--- config.mk ---
export PLATFORM = sky130hd
export DESIGN_NAME = seq_multiplier
export DESIGN_NICKNAME = d
export VERILOG_FILES = /design/src/rtl/seq_multiplier.sv
export SDC_FILE = /design/constraint.sdc
export NUM_CORES = 1
export LEC_CHECK = 0
export CORE_ASPECT_RATIO = 0.7
export CORE_MARGIN = 4
export CORE_UTILIZATION = 50
export DETAILED_ROUTE_END_ITERATION = 10
export PLACE_DENSITY = 0.74
export SKIP_CTS_REPAIR_TIMING = 1
export SYNTH_ARGS = -nofsm -noshare
export SYNTH_HDL_FRONTEND = slang
export SYNTH_SLANG_ARGS = --single-unit
--- constraint.sdc ---
create_clock -name clk -period 5.32 [get_ports clk]
set_clock_uncertainty 0.15 [all_clocks]
set_input_delay 1.596 -clock clk [delete_from_list [all_inputs] [get_ports clk]]
set_output_delay 1.596 -clock clk [all_outputs]
set_load 0.05 [all_outputs]
--- src/rtl/seq_multiplier.sv ---
// ---------------------------------------------------------------------------
// seq_multiplier
//
// Multi-cycle signed multiplier built on radix-4 (modified) Booth recoding.
// A start pulse captures two WIDTH-bit two's-complement operands. The block
// then retires one Booth digit per clock and returns the full 2*WIDTH-bit
// signed product after WIDTH/2 cycles. The result is held, flagged by
// ready, until the next accepted start or a reset.
//
// Parameters
//   WIDTH         operand width in bits (even, >= 4)
//
// Ports
//   clk           rising-edge clock
//   rst_n         asynchronous reset, active HIGH (the name is historical)
//   start         start request, honoured only in idle/done
//   multiplicand  operand A, signed
//   multiplier    operand B, signed
//   ready         product holds a completed result
//   product       signed A*B, registered
// ---------------------------------------------------------------------------
module seq_multiplier #(
    parameter int unsigned WIDTH = 16
) (
    input  logic                 clk,
    input  logic                 rst_n,
    input  logic                 start,
    input  logic [WIDTH-1:0]     multiplicand,
    input  logic [WIDTH-1:0]     multiplier,
    output logic                 ready,
    output logic [2*WIDTH-1:0]   product
);

    localparam int unsigned Steps = WIDTH / 2;
    localparam int unsigned CntW  = (Steps > 1) ? $clog2(Steps) : 1;
    localparam int unsigned AccW  = 2 * WIDTH + 2;
    localparam int unsigned PpW   = WIDTH + 2;
    localparam logic [CntW-1:0] LastCnt = CntW'(Steps - 1);

    typedef enum logic [1:0] {
        StIdle = 2'd0,
        StBusy = 2'd1,
        StDone = 2'd2
    } state_e;

    state_e state_q, state_d;

    // Datapath registers
    logic [WIDTH-1:0]   a_q;       // captured multiplicand
    logic [WIDTH:0]     b_q;       // {multiplier, 0}; low three bits are the current triplet
    logic [AccW-1:0]    acc_q;     // running sum, wide enough for -2A at the extreme
    logic [CntW-1:0]    cnt_q;     // Booth step index i
    logic [2*WIDTH-1:0] product_q;
    logic               ready_q;

    // Control strobes from the FSM
    logic load;
    logic step;
    logic finish;
    logic last_step;

    // Booth datapath
    logic [PpW-1:0]   a_ext;
    logic [PpW-1:0]   pp_mag;
    logic             pp_neg;
    logic [PpW-1:0]   pp;
    logic [AccW-1:0]  pp_wide;
    logic [CntW:0]    shamt;
    logic [AccW-1:0]  pp_shift;
    logic [AccW-1:0]  acc_d;
    logic [WIDTH:0]   b_d;

    assign last_step = (cnt_q == LastCnt);

    // -----------------------------------------------------------------------
    // FSM: state register
    // -----------------------------------------------------------------------
    always_ff @(posedge clk or posedge rst_n) begin
        if (rst_n) begin
            state_q <= StIdle;
        end else begin
            state_q <= state_d;
        end
    end

    // -----------------------------------------------------------------------
    // FSM: next-state logic
    // -----------------------------------------------------------------------
    always_comb begin
        state_d = state_q;
        unique case (state_q)
            StIdle: begin
                if (start) begin
                    state_d = StBusy;
                end
            end
            StBusy: begin
                // start is deliberately not looked at here
                if (last_step) begin
                    state_d = StDone;
                end
            end
            StDone: begin
                if (start) begin
                    state_d = StBusy;
                end
            end
            default: state_d = StIdle;
        endcase
    end

    // -----------------------------------------------------------------------
    // FSM: control outputs
    // -----------------------------------------------------------------------
    always_comb begin
        load   = 1'b0;
        step   = 1'b0;
        finish = 1'b0;
        unique case (state_q)
            StIdle, StDone: begin
                load = start;
            end
            StBusy: begin
                step   = 1'b1;
                finish = last_step;
            end
            default: begin
                load   = 1'b0;
                step   = 1'b0;
                finish = 1'b0;
            end
        endcase
    end

    // -----------------------------------------------------------------------
    // Booth recoding of the current triplet {b[2i+1], b[2i], b[2i-1]}
    // -----------------------------------------------------------------------
    assign a_ext = {{2{a_q[WIDTH-1]}}, a_q};

    always_comb begin
        pp_mag = '0;
        pp_neg = 1'b0;
        unique case (b_q[2:0])
            3'b000, 3'b111: begin
                pp_mag = '0;
                pp_neg = 1'b0;
            end
            3'b001, 3'b010: begin
                pp_mag = a_ext;
                pp_neg = 1'b0;
            end
            3'b011: begin
                pp_mag = a_ext << 1;
                pp_neg = 1'b0;
            end
            3'b100: begin
                pp_mag = a_ext << 1;
                pp_neg = 1'b1;
            end
            3'b101, 3'b110: begin
                pp_mag = a_ext;
                pp_neg = 1'b1;
            end
            default: begin
                pp_mag = '0;
                pp_neg = 1'b0;
            end
        endcase
    end

    // Two guard bits keep +2^WIDTH (from -2A with A = -2^(WIDTH-1)) representable.
    assign pp       = pp_neg ? (~pp_mag + 1'b1) : pp_mag;
    assign pp_wide  = {{WIDTH{pp[PpW-1]}}, pp};
    assign shamt    = {cnt_q, 1'b0};
    assign pp_shift = pp_wide << shamt;
    assign acc_d    = acc_q + pp_shift;

    // Move the next triplet into b_q[2:0]; zero fill is never examined.
    assign b_d = {2'b00, b_q[WIDTH:2]};

    // -----------------------------------------------------------------------
    // Datapath and output registers
    // -----------------------------------------------------------------------
    always_ff @(posedge clk or posedge rst_n) begin
        if (rst_n) begin
            a_q       <= '0;
            b_q       <= '0;
            acc_q     <= '0;
            cnt_q     <= '0;
            product_q <= '0;
            ready_q   <= 1'b0;
        end else if (load) begin
            a_q     <= multiplicand;
            b_q     <= {multiplier, 1'b0};
            acc_q   <= '0;
            cnt_q   <= '0;
            ready_q <= 1'b0;
        end else if (step) begin
            acc_q <= acc_d;
            b_q   <= b_d;
            cnt_q <= cnt_q + 1'b1;
            if (finish) begin
                // Take the sum including this final step, not the stale acc_q.
                product_q <= acc_d[2*WIDTH-1:0];
                ready_q   <= 1'b1;
            end
        end
    end

    assign ready   = ready_q;
    assign product = product_q;

endmodule

==> results by group, run 1 <==
Drt
  • Post-DR vias/cell: 5.908
  • Post-route DRC: 0
  • Mean routed wirelength per cell: 16.71 um
  • Routed wire length: 18640 um
  • Post-route antenna net violation count: 0
  • Vias: 6587
  • Length of the first detailed-routing pass in iterations: 5
  • Starting DRT DRC Count: 672

Synth
  • Yosys warns: 0
  • Number of standard cells after synthesis: 852
  • Fraction of synthesized cell area taken by the top area cell type: 35.29%
  • Cell area after synthesis: 0.007303 mm2
  • Cell type with the largest total area after synthesis: dfrtp_1
  • FF+latch count, synth: 103
  • Post-synth cell types: 74
  • Portion of the post-synthesis area used by sequential elements: 35.29%
  • Async set or reset register ratio after synthesis: 100.0%
  • EDFF count, synth: 0
  • Top cells by area, synth: dfrtp_1 35%, nand2_1 7.2%, o21ai_0 6.2%, ha_1 5.8%, mux2_2 2.9%
  • Predominant post-synthesis flop cell: dfrtp_1
  • Mean cell area of the mapped netlist: 8.572 um2
  • Commonest cells in the synthesized netlist: 141 x nand2_1, 103 x dfrtp_1, 91 x o21ai_0
  • Post-synthesis net count: 922
  • Cell with the most instances after synthesis: nand2_1

Clock network
  • Clock Tree Root: clkbuf_16
  • Deepest clock path buffer count: 2
  • Number of clock sinks seen by CTS: 103
  • Worst-path clk slew: 0.07 ns
  • H-tree lvl count: 3
  • Clock latency on the worst-skew pair: 0.36 ns
  • Num CTS Buffers: 9
  • CTS tree: built

Final layout
  • Synthesis-to-finish area growth: 19.89%
  • Number of antenna cells inserted: 0
  • Fill cell total of the finished layout: 1244
  • Final core area utilization: 62.11%
  • Area taken by multi-input logic gates: 0.004489 mm2
  • Seq. cell area: 0.002580 mm2
  • Total Nets Final: 990
  • Count of non-filler cells in the finished layout: 1115
  • Ratio of cells with drive above 1 in the final layout: 14.05%

Setup path
  • Crit start category: flip-flop
  • CP cell instances: and2_1 > a211oi_1 > a21o_1 > ha_1 > and2_1 > and4b_4 > a21o_4 > a31o_2 > a21oi_1 > a211o_1 > mux2_2 > ha_1 > nand4_1 > nor3_1 > a211oi_1 > o21ai_2 > o41ai_2 > buf_4 > o21ai_1 > o31ai_2 > xor2_1 > o21ai_0
  • Master of the slowest instance on the critical path: dfrtp_2
  • Worst reg2reg path startpoint: b_q[0]
  • Peak per-stage delay on the critical path: 0.48 ns
  • Data required time of the critical path: 5.39 ns
  • Maximum net fanout on the critical path: 9
  • CP Class: reg -> reg
  • Worst setup path start: b_q[0]
  • Data arrival time of the worst path: 5.13 ns
  • Critical Path End Type: flip-flop

Timing
  • Slew @ Worst Pin: 0.8521 ns
  • Unrepaired setup endpoints after global routing: true
  • Final count of pins violating max slew: 0
  • Post-route clock period utilization: 94.98%
  • Final hold violation count: 0
  • Post-layout minimum cycle time: 5.053 ns
  • Max-Slew Margin vs Limit: 43.19%
  • # setup viols final: 0
  • Maximum clock frequency: 197.9 MHz

Floorplan
  • Std cell rows: 36
  • Num ports: 68
  • Die Area: 0.01663 mm2
  • X dimension of the die: 152.5 um
  • Starting utilization of the core area: 51.80%
  • Die height: 109.1 um
  • Area of the core region: 0.01410 mm2

Global route
  • Gr ovfl total: 0
  • Via count of the first global-routing pass: 6141
  • Total Routing Usage GR: 22.62%
  • Wire length of the first global-routing pass: 31230 um
  • Antenna violations before repair: 0
  • Pin count of the biggest net entering global routing: 104

Outcome
  • Result of the run: complete, no violations

Place
  • Routability congestion estimate from global placement: 0.9571
  • Number of I/O port buffers: 67
  • Instance count after placement with tap cells included: 1097
  • HPWL after DPL: 13330 um

Worst hold path
  • Worst min-delay path category: reg -> reg
  • Source of the worst hold timing path: b_q[4]

Flow run
  • # Max-Cap Violations: 0
## final cells by class
| class | count | area share [%] |
|---|---|---|
| Sequential cell | 103 | 29.47 |
| Timing Repair Buffer | 116 | 12.15 |
| Inverter | 23 | 1.043 |
| Tap cell | 190 | 2.715 |
| Multi-Input combinational cell | 667 | 51.27 |
| Clock inverter | 6 | 0.7431 |
| Clock buffer | 10 | 2.615 |
## stage by stage
step / area [um2] / setup WS, ns / hold slack (ns) / setup TNS [ns]
2_1_floorplan: 7303 / 0.3793 / 0.2968 / 0
3_3_place_gp: 8334 / 0.1754 / 0.3097 / 0
3_5_place_dp: 8334 / 0.1495 / 0.3143 / 0
4_1_cts: 8628 / 0.1054 / 0.3319 / 0
5_1_grt: 8756 / -0.04540 / 0.3491 / -0.09376
6_report: 8756 / 0.2673 / 0.3294 / 0
## state kept, by name, indices dropped and copies added, names as in the netlist
| name | flops |
|---|---|
| state_q | 2 |
| a_q | 16 |
| ready | 1 |
| b_q | 17 |
| cnt_q | 3 |
| product | 32 |
| acc_q | 32 |
## per-layer routing
| metal | routed length (um) | GRT usage [%] | vias to the layer above |
|---|---|---|---|
| met5 | 0 | 0 | - |
| met4 | 201 | 4.259 | 0 |
| met3 | 1200 | 4.681 | 25 |
| met2 | 7691 | 33.08 | 226 |
| met1 | 9542 | 34.79 | 3106 |
| li1 | - | - | 3230 |
## placed cells by master, fill, tap and decap left out, types with 7 or more instances in the layout
master	count
a22oi_1	16
nand4_1	12
a22o_1	7
o22ai_1	7
nand2b_1	9
o21ai_1	7
a21o_1	21
mux2_2	19
buf_4	47
o21ai_0	90
a21oi_1	39
mux2i_1	18
nand2_1	140
nand3_1	17
xnor2_1	17
a221oi_1	11
dfrtp_1	101
nor3_1	8
clkbuf_16	9
ha_1	32
and2_1	8
xor2_1	23
o211ai_1	7
a221o_1	11
nor2_1	41
a31oi_1	11
inv_1	18
clkdlybuf4s50_1	67
## worst paths after layout
check | endpoint | slack (ns) | cells past startpoint
setup / recovery | acc_q[30] | 0.27 | 22
setup reg to reg | acc_q[30] | 0.27 | 22
min in group asynchronous | b_q[12] | 1.55 | 3
max in group asynchronous | product[27] | 3.04 | 3
hold / removal | b_q[4] | 0.33 | 2
hold reg to reg | b_q[4] | 0.33 | 2
## logic make-up after synthesis
| kind of cell | Yosys count | share of synthesized area [%] |
|---|---|---|
| compound gates | 279 | 25.73 |
| fa+ha+maj | 35 | 6.099 |
| mux | 39 | 5.842 |
| simple gates | 270 | 16.74 |
| buf+inv | 82 | 5.020 |
| xor+xnor | 44 | 5.277 |
| flops | 103 | 35.29 |
## worst max-delay path, delay by kind of cell, from the launching register on
family                   cells  cell delay [ns]
XOR/XNOR                     1             0.19
AND/OR/NAND/NOR              5             0.83
buffers and inverters        1             0.16
AO/OA/AOI/OAI               12             2.28
flip-flops                   1             0.48
adder cells (fa/ha/maj)      2             0.55
multiplexers                 1             0.27
Power of run 1 is left out: the tool's default activity adds up to more than one toggle a clock period on the data nets, which glitch-free logic cannot reach.
==> run 2, diff against run 1 <==
--- a/config.mk
+++ b/config.mk
@@ -5,6 +5,7 @@
 export SDC_FILE = /design/constraint.sdc
 export NUM_CORES = 1
 export LEC_CHECK = 0
+export CAP_MARGIN = 20
 export CORE_ASPECT_RATIO = 0.7
 export CORE_MARGIN = 4
 export CORE_UTILIZATION = 50
==> results of run 2 <==
No change in the layout: final DEF, timing and power equal those of run 1.
Power of run 2 is left out for the same reason.
==> run 3, diff against run 2 <==
--- a/config.mk
+++ b/config.mk
@@ -10,7 +10,7 @@
 export CORE_MARGIN = 4
 export CORE_UTILIZATION = 50
 export DETAILED_ROUTE_END_ITERATION = 10
-export PLACE_DENSITY = 0.74
+export PLACE_DENSITY_LB_ADDON = 0.1
 export SKIP_CTS_REPAIR_TIMING = 1
 export SYNTH_ARGS = -nofsm -noshare
 export SYNTH_HDL_FRONTEND = slang
==> results by group, run 3 (synthesis results as in run 1) <==
Setup path
  • Capture point of the worst path: product[30] (was acc_q[30])
  • Maximum net fanout on the critical path: 6 (was 9)
  • Data arrival time of the worst path: 5.27 ns (was 5.13 ns)
  • CP Class: reg -> reg (unchanged)
  • CP cell instances: buf_4 > nor2b_2 > a21oi_1 > a21o_1 > ha_1 > and2_4 > and4b_4 > a21o_4 > nand4_1 > a21oi_1 > a211o_1 > mux2_2 > ha_4 > nand4_1 > nor3_1 > a211oi_2 > o21ai_2 > o41ai_2 > buf_4 > o21ai_1 > o31ai_1 > xor2_1 > o21ai_0 (was and2_1 > a211oi_1 > a21o_1 > ha_1 > and2_1 > and4b_4 > a21o_4 > a31o_2 > a21oi_1 > a211o_1 > mux2_2 > ha_1 > nand4_1 > nor3_1 > a211oi_1 > o21ai_2 > o41ai_2 > buf_4 > o21ai_1 > o31ai_2 > xor2_1 > o21ai_0)
  • Internal reg-to-reg setup slack: 0.11 ns (was 0.27 ns)
  • Peak per-stage delay on the critical path: 0.44 ns (was 0.48 ns)
  • Worst reg2reg path startpoint: b_q[0] (unchanged)
  • Crit start category: flip-flop (unchanged)
  • Data required time of the critical path: 5.39 ns (about the same)
  • Master of the slowest instance on the critical path: dfrtp_2 (unchanged)
  • Path depth of the worst reg2reg path: 23 (was 22)
  • Critical Path End Type: flip-flop (unchanged)
  • Worst setup path start: b_q[0] (unchanged)
  • Reg-to-Reg End: product[30] (was acc_q[30])

Global route
  • Gr ovfl total: 0 (unchanged)
  • Pin count of the biggest net entering global routing: 66 (was 104)
  • Antenna violations before repair: 0 (unchanged)
  • Total Routing Usage GR: 26.60% (was 22.62%)
  • Via count of the first global-routing pass: 6455 (was 6141)
  • Wire length of the first global-routing pass: 35390 um (was 31230 um)

Drt
  • Starting DRT DRC Count: 727 (was 672)
  • Vias: 6984 (was 6587)
  • Post-route DRC: 0 (unchanged)
  • Mean routed wirelength per cell: 19.54 um (was 16.71 um)
  • Length of the first detailed-routing pass in iterations: 5 (unchanged)
  • Routed wire length: 22370 um (was 18640 um)
  • Post-route antenna net violation count: 0 (unchanged)
  • Post-DR vias/cell: 6.100 (was 5.908)

Timing
  • Post-route clock period utilization: 97.84% (was 94.98%)
  • Final count of pins violating max slew: 0 (unchanged)
  • Final setup slack of the worst path: 0.1149 ns (was 0.2673 ns)
  • Unrepaired setup endpoints after global routing: true (unchanged)
  • Max-Slew Margin vs Limit: 34.62% (was 43.19%)
  • Final hold violation count: 0 (unchanged)
  • # setup viols final: 0 (unchanged)
  • Post-layout minimum cycle time: 5.205 ns (was 5.053 ns)
  • Slew @ Worst Pin: 0.9784 ns (was 0.8521 ns)
  • Maximum clock frequency: 192.1 MHz (was 197.9 MHz)

Floorplan
  • X dimension of the die: 152.5 um (unchanged)
  • Std cell rows: 36 (unchanged)
  • Die Area: 0.01663 mm2 (unchanged)
  • Num ports: 68 (unchanged)
  • Area of the core region: 0.01410 mm2 (unchanged)
  • Starting utilization of the core area: 51.80% (unchanged)
  • Die height: 109.1 um (unchanged)

Worst hold path
  • Worst min-delay path category: reg -> reg (unchanged)

Clock network
  • Worst-path clk slew: 0.08 ns (was 0.07 ns)
  • Num CTS Buffers: 9 (unchanged)
  • Clock Tree Root: clkbuf_16 (unchanged)
  • H-tree lvl count: 3 (unchanged)
  • CTS tree: built (unchanged)
  • Clock latency on the worst-skew pair: 0.36 ns (about the same)
  • Number of clock sinks seen by CTS: 103 (unchanged)
  • Deepest clock path buffer count: 2 (unchanged)

Place
  • Placed cell area: 0.008504 mm2 (was 0.008334 mm2)
  • HPWL after DPL: 16440 um (was 13330 um)
  • Number of I/O port buffers: 67 (unchanged)
  • Worst slack at placement: -0.3414 ns (was 0.1495 ns)
  • Routability congestion estimate from global placement: 0.9810 (was 0.9571)

Final layout
  • Final core area utilization: 64.24% (was 62.11%)
  • Commonest cells after routing, fill and taps aside: 140 x nand2_1, 101 x dfrtp_1, 89 x o21ai_0 (was 140 x nand2_1, 101 x dfrtp_1, 90 x o21ai_0)
  • Synthesis-to-finish area growth: 24.02% (was 19.89%)
  • Most common cell after layout, fill and taps aside: nand2_1 (unchanged)
  • Number of antenna cells inserted: 0 (unchanged)
  • Summed area of non-filler cells in the final layout: 0.009057 mm2 (was 0.008756 mm2)
  • Total Nets Final: 1020 (was 990)
  • Ratio of cells with drive above 1 in the final layout: 17.80% (was 14.05%)

Flow run
  • # Max-Cap Violations: 0 (unchanged)

Outcome
  • Result of the run: complete, no violations (unchanged)
==> run 3: per-stage QoR <==
stage          setup TNS (ns)  instances  hold slack (ns)
2_1_floorplan               0        852           0.2968
3_3_place_gp          -0.7378       1123           0.3082
3_5_place_dp           -2.240       1123           0.3168
4_1_cts                -2.941       1139           0.3353
5_1_grt               -0.1051       1145           0.3559
6_report                    0       1145           0.3274
==> run 3: layout make-up <==
type                    count  area, um2
clock buffers              10      229.0
clock inverters             6      63.81
fillers                  1192       5041
inverters                  23      91.34
multi-input cells         667       4592
flip-flops and latches    103       2580
well taps                 190      237.7
repair buffers            146       1264
==> run 3: critical path: cells and delay by family (launching register included) <==
kind,cells,cell delay (ns)
xor gates and xnor gates,1,0.24
buffers and inverters,2,0.34
and+or+nand+nor,6,0.97
muxes,1,0.33
DFF,1,0.44
AOI/OAI and AO/OA,11,2.12
adders and majority gates,2,0.48
==> run 3: worst min-delay path by stage <==
stage	endpoint	slack [ns]	startpoint	cells past startpoint
after CTS	product[15]	0.34	product[15]	2
after detailed placement	b_q[14]	0.32	b_q[14]	2
final	product[12]	0.33	product[12]	2
after global routing	product[15]	0.36	product[15]	2
after global placement	b_q[7]	0.31	b_q[7]	2
after floorplan	b_q[10]	0.30	b_q[10]	2
==> run 3: per-layer routing <==
layer | up-vias | global-route usage, % | routed length [um]
met1 | 3362 | 41.89 | 10930
li1 | 3290 | - | -
met5 | - | 0 | 0
met3 | 26 | 5.593 | 1920
met2 | 306 | 37.71 | 9299
met4 | 0 | 4.768 | 223
Power of run 3 is left out for the same reason.
==> edit (settings of run 1) <==
Make the reset (`rst_n`) synchronous in 2 clocked blocks. Comments in the files are not updated.
--- a/src/rtl/seq_multiplier.sv
+++ b/src/rtl/seq_multiplier.sv
@@ -76,5 +76,5 @@
     // FSM: state register
     // -----------------------------------------------------------------------
-    always_ff @(posedge clk or posedge rst_n) begin
+    always_ff @(posedge clk) begin
         if (rst_n) begin
             state_q <= StIdle;
@@ -182,5 +182,5 @@
     // Datapath and output registers
     // -----------------------------------------------------------------------
-    always_ff @(posedge clk or posedge rst_n) begin
+    always_ff @(posedge clk) begin
         if (rst_n) begin
             a_q       <= '0;
Behaviour: not the same (a bounded check fails within 10 cycles, from zero or initial values and one cycle with rst_n high; the reset may be asserted at any time).
==> edit against run 1 <==
First-iteration DRC count increased by 14%; setup slack improved by 0.0086 ns; routed wire length increased by 8.4%; hold slack got worse by 0.025 ns; synthesized area decreased by 1.1%; sequential cell count unchanged; cell area decreased by 0.90%; critical endpoint is now acc_q[28]; largest cell class unchanged; highest routed layer unchanged.
Power is left out: it rests on default switching activity, and per cell area and clock period it moved more than threefold.
==> edit: results (changes against run 1) <==
* Commonest cells in the netlist: 191 x nand2_1, 128 x a21oi_1, 103 x dfxtp_1 (was 141 x nand2_1, 103 x dfrtp_1, 91 x o21ai_0)
* Synth Area in Compound Gates at 0.289 (was 0.257)
* Invs w/o clock at 14 (was 23)
* Diode count at 0 (unchanged)
* Slowest CP cell: a21oi_1 (was dfrtp_2)
* Mapped Area at 7220 um2 (was 7300 um2)
* Least-Margin Pin Slew at 1.06 ns (was 0.852 ns)
* Crit path largest cell delay at 0.40 ns (was 0.48 ns)
* Area occupied by multi-input gates at 4930 um2 (was 4490 um2)
* Multiplexer share of the synthesized area at 0.0345 (was 0.0584)
* Non-clock buffer share at 0.124 (was 0.121)
* Vias per std cell at 5.85 (was 5.91)
* Reg area at 2070 um2 (was 2580 um2)
* Hold Crit Class: reg -> reg (unchanged)
* Largest net degree at the start of global routing at 53 (was 104)
* Most used DFF post-synth: dfxtp_1 (was dfrtp_1)
* # fillers at 1,275 (was 1,244)
* Pre-CTS setup slack at -0.0359 ns (was 0.150 ns)
* First-pass GRT wire length at 32,700 um (was 31,200 um)
* Clock buf/inv share at 0.0362 (was 0.0336)
* Seq Cell Count at 103 (unchanged)
* All-Layer GR Usage at 0.244 (was 0.226)
* Number of global-route vias before repair at 6,491 (was 6,141)
* Met1 Use GR at 0.374 (was 0.348)
* Synth Area in XOR/XNOR at 0.0516 (was 0.0528)
* Syn_area_per_cell at 7.28 um2 (was 8.57 um2)
* Detail Placement HPWL at 14,800 um (was 13,300 um)
* Layout cells sized above 1 at 0.120 (was 0.141)
* Register area share after synthesis at 0.286 (was 0.353)
* Crit path DAT at 5.18 ns (was 5.13 ns)
* Multi-input combinational area share at 0.568 (was 0.513)
* Drt initial violations at 769 (was 672)
* Multi-input gates at 797 (was 667)
* Post-synthesis adder-cell area fraction at 0.0617 (was 0.0610)
* Placement Cell Area at 8210 um2 (was 8330 um2)
* Number of distinct library cells after synthesis at 71 (was 74)
* TritonCTS buffer count at 9 (unchanged)
* Fin nets at 1,113 (was 990)
* Met2 GRT Util at 0.352 (was 0.331)
* Reg clk slew, reported paths at 0.09 ns (was 0.07 ns)
* Dominant cells by area after synthesis: dfxtp_1 29%, nand2_1 9.9%, a21oi_1 8.9% (was dfrtp_1 35%, nand2_1 7.2%, o21ai_0 6.2%)
* Routed WL per cell at 16.3 um (was 16.7 um)
* Non-clock buffers at 118 (was 116)
* Asr flop ratio synth at 0 (was 1.00)
* Post-Route WL at 20,200 um (was 18,600 um)
* Placed cells at 1,220 (was 1,097)
* Run status: completed (unchanged)
* M3 GR Usage at 0.0511 (was 0.0468)
* GP Congestion at 0.973 (was 0.957)
[edit: cell types whose count changed after synthesis, sizes merged, moves of 19 or more]
cell,delta
dfxtp,+103
nor2,+47
dfrtp,-103
o21ai,-58
a21oi,+89
nand2,+50
clkbuf,+19
[edit: final timing paths]
path	start	endpoint	slack [ns]	cells past startpoint
setup / recovery	b_q[1]	acc_q[28]	0.28	21
setup reg to reg	b_q[1]	acc_q[28]	0.28	21
hold / removal	product[16]	product[16]	0.30	2
hold reg to reg	product[16]	product[16]	0.30	2
[edit: routing by layer]
metal	up-vias	wire, um
met5	-	0
met4	0	165
met3	16	1430
met2	229	8410
met1	3369	10200
li1	3629	-
[edit: worst min-delay path, delay by kind of cell, from the launching register on]
family	cells	cell delay, ns
compound gates	1	0.05
flops	1	0.31
simple gates	1	0.05
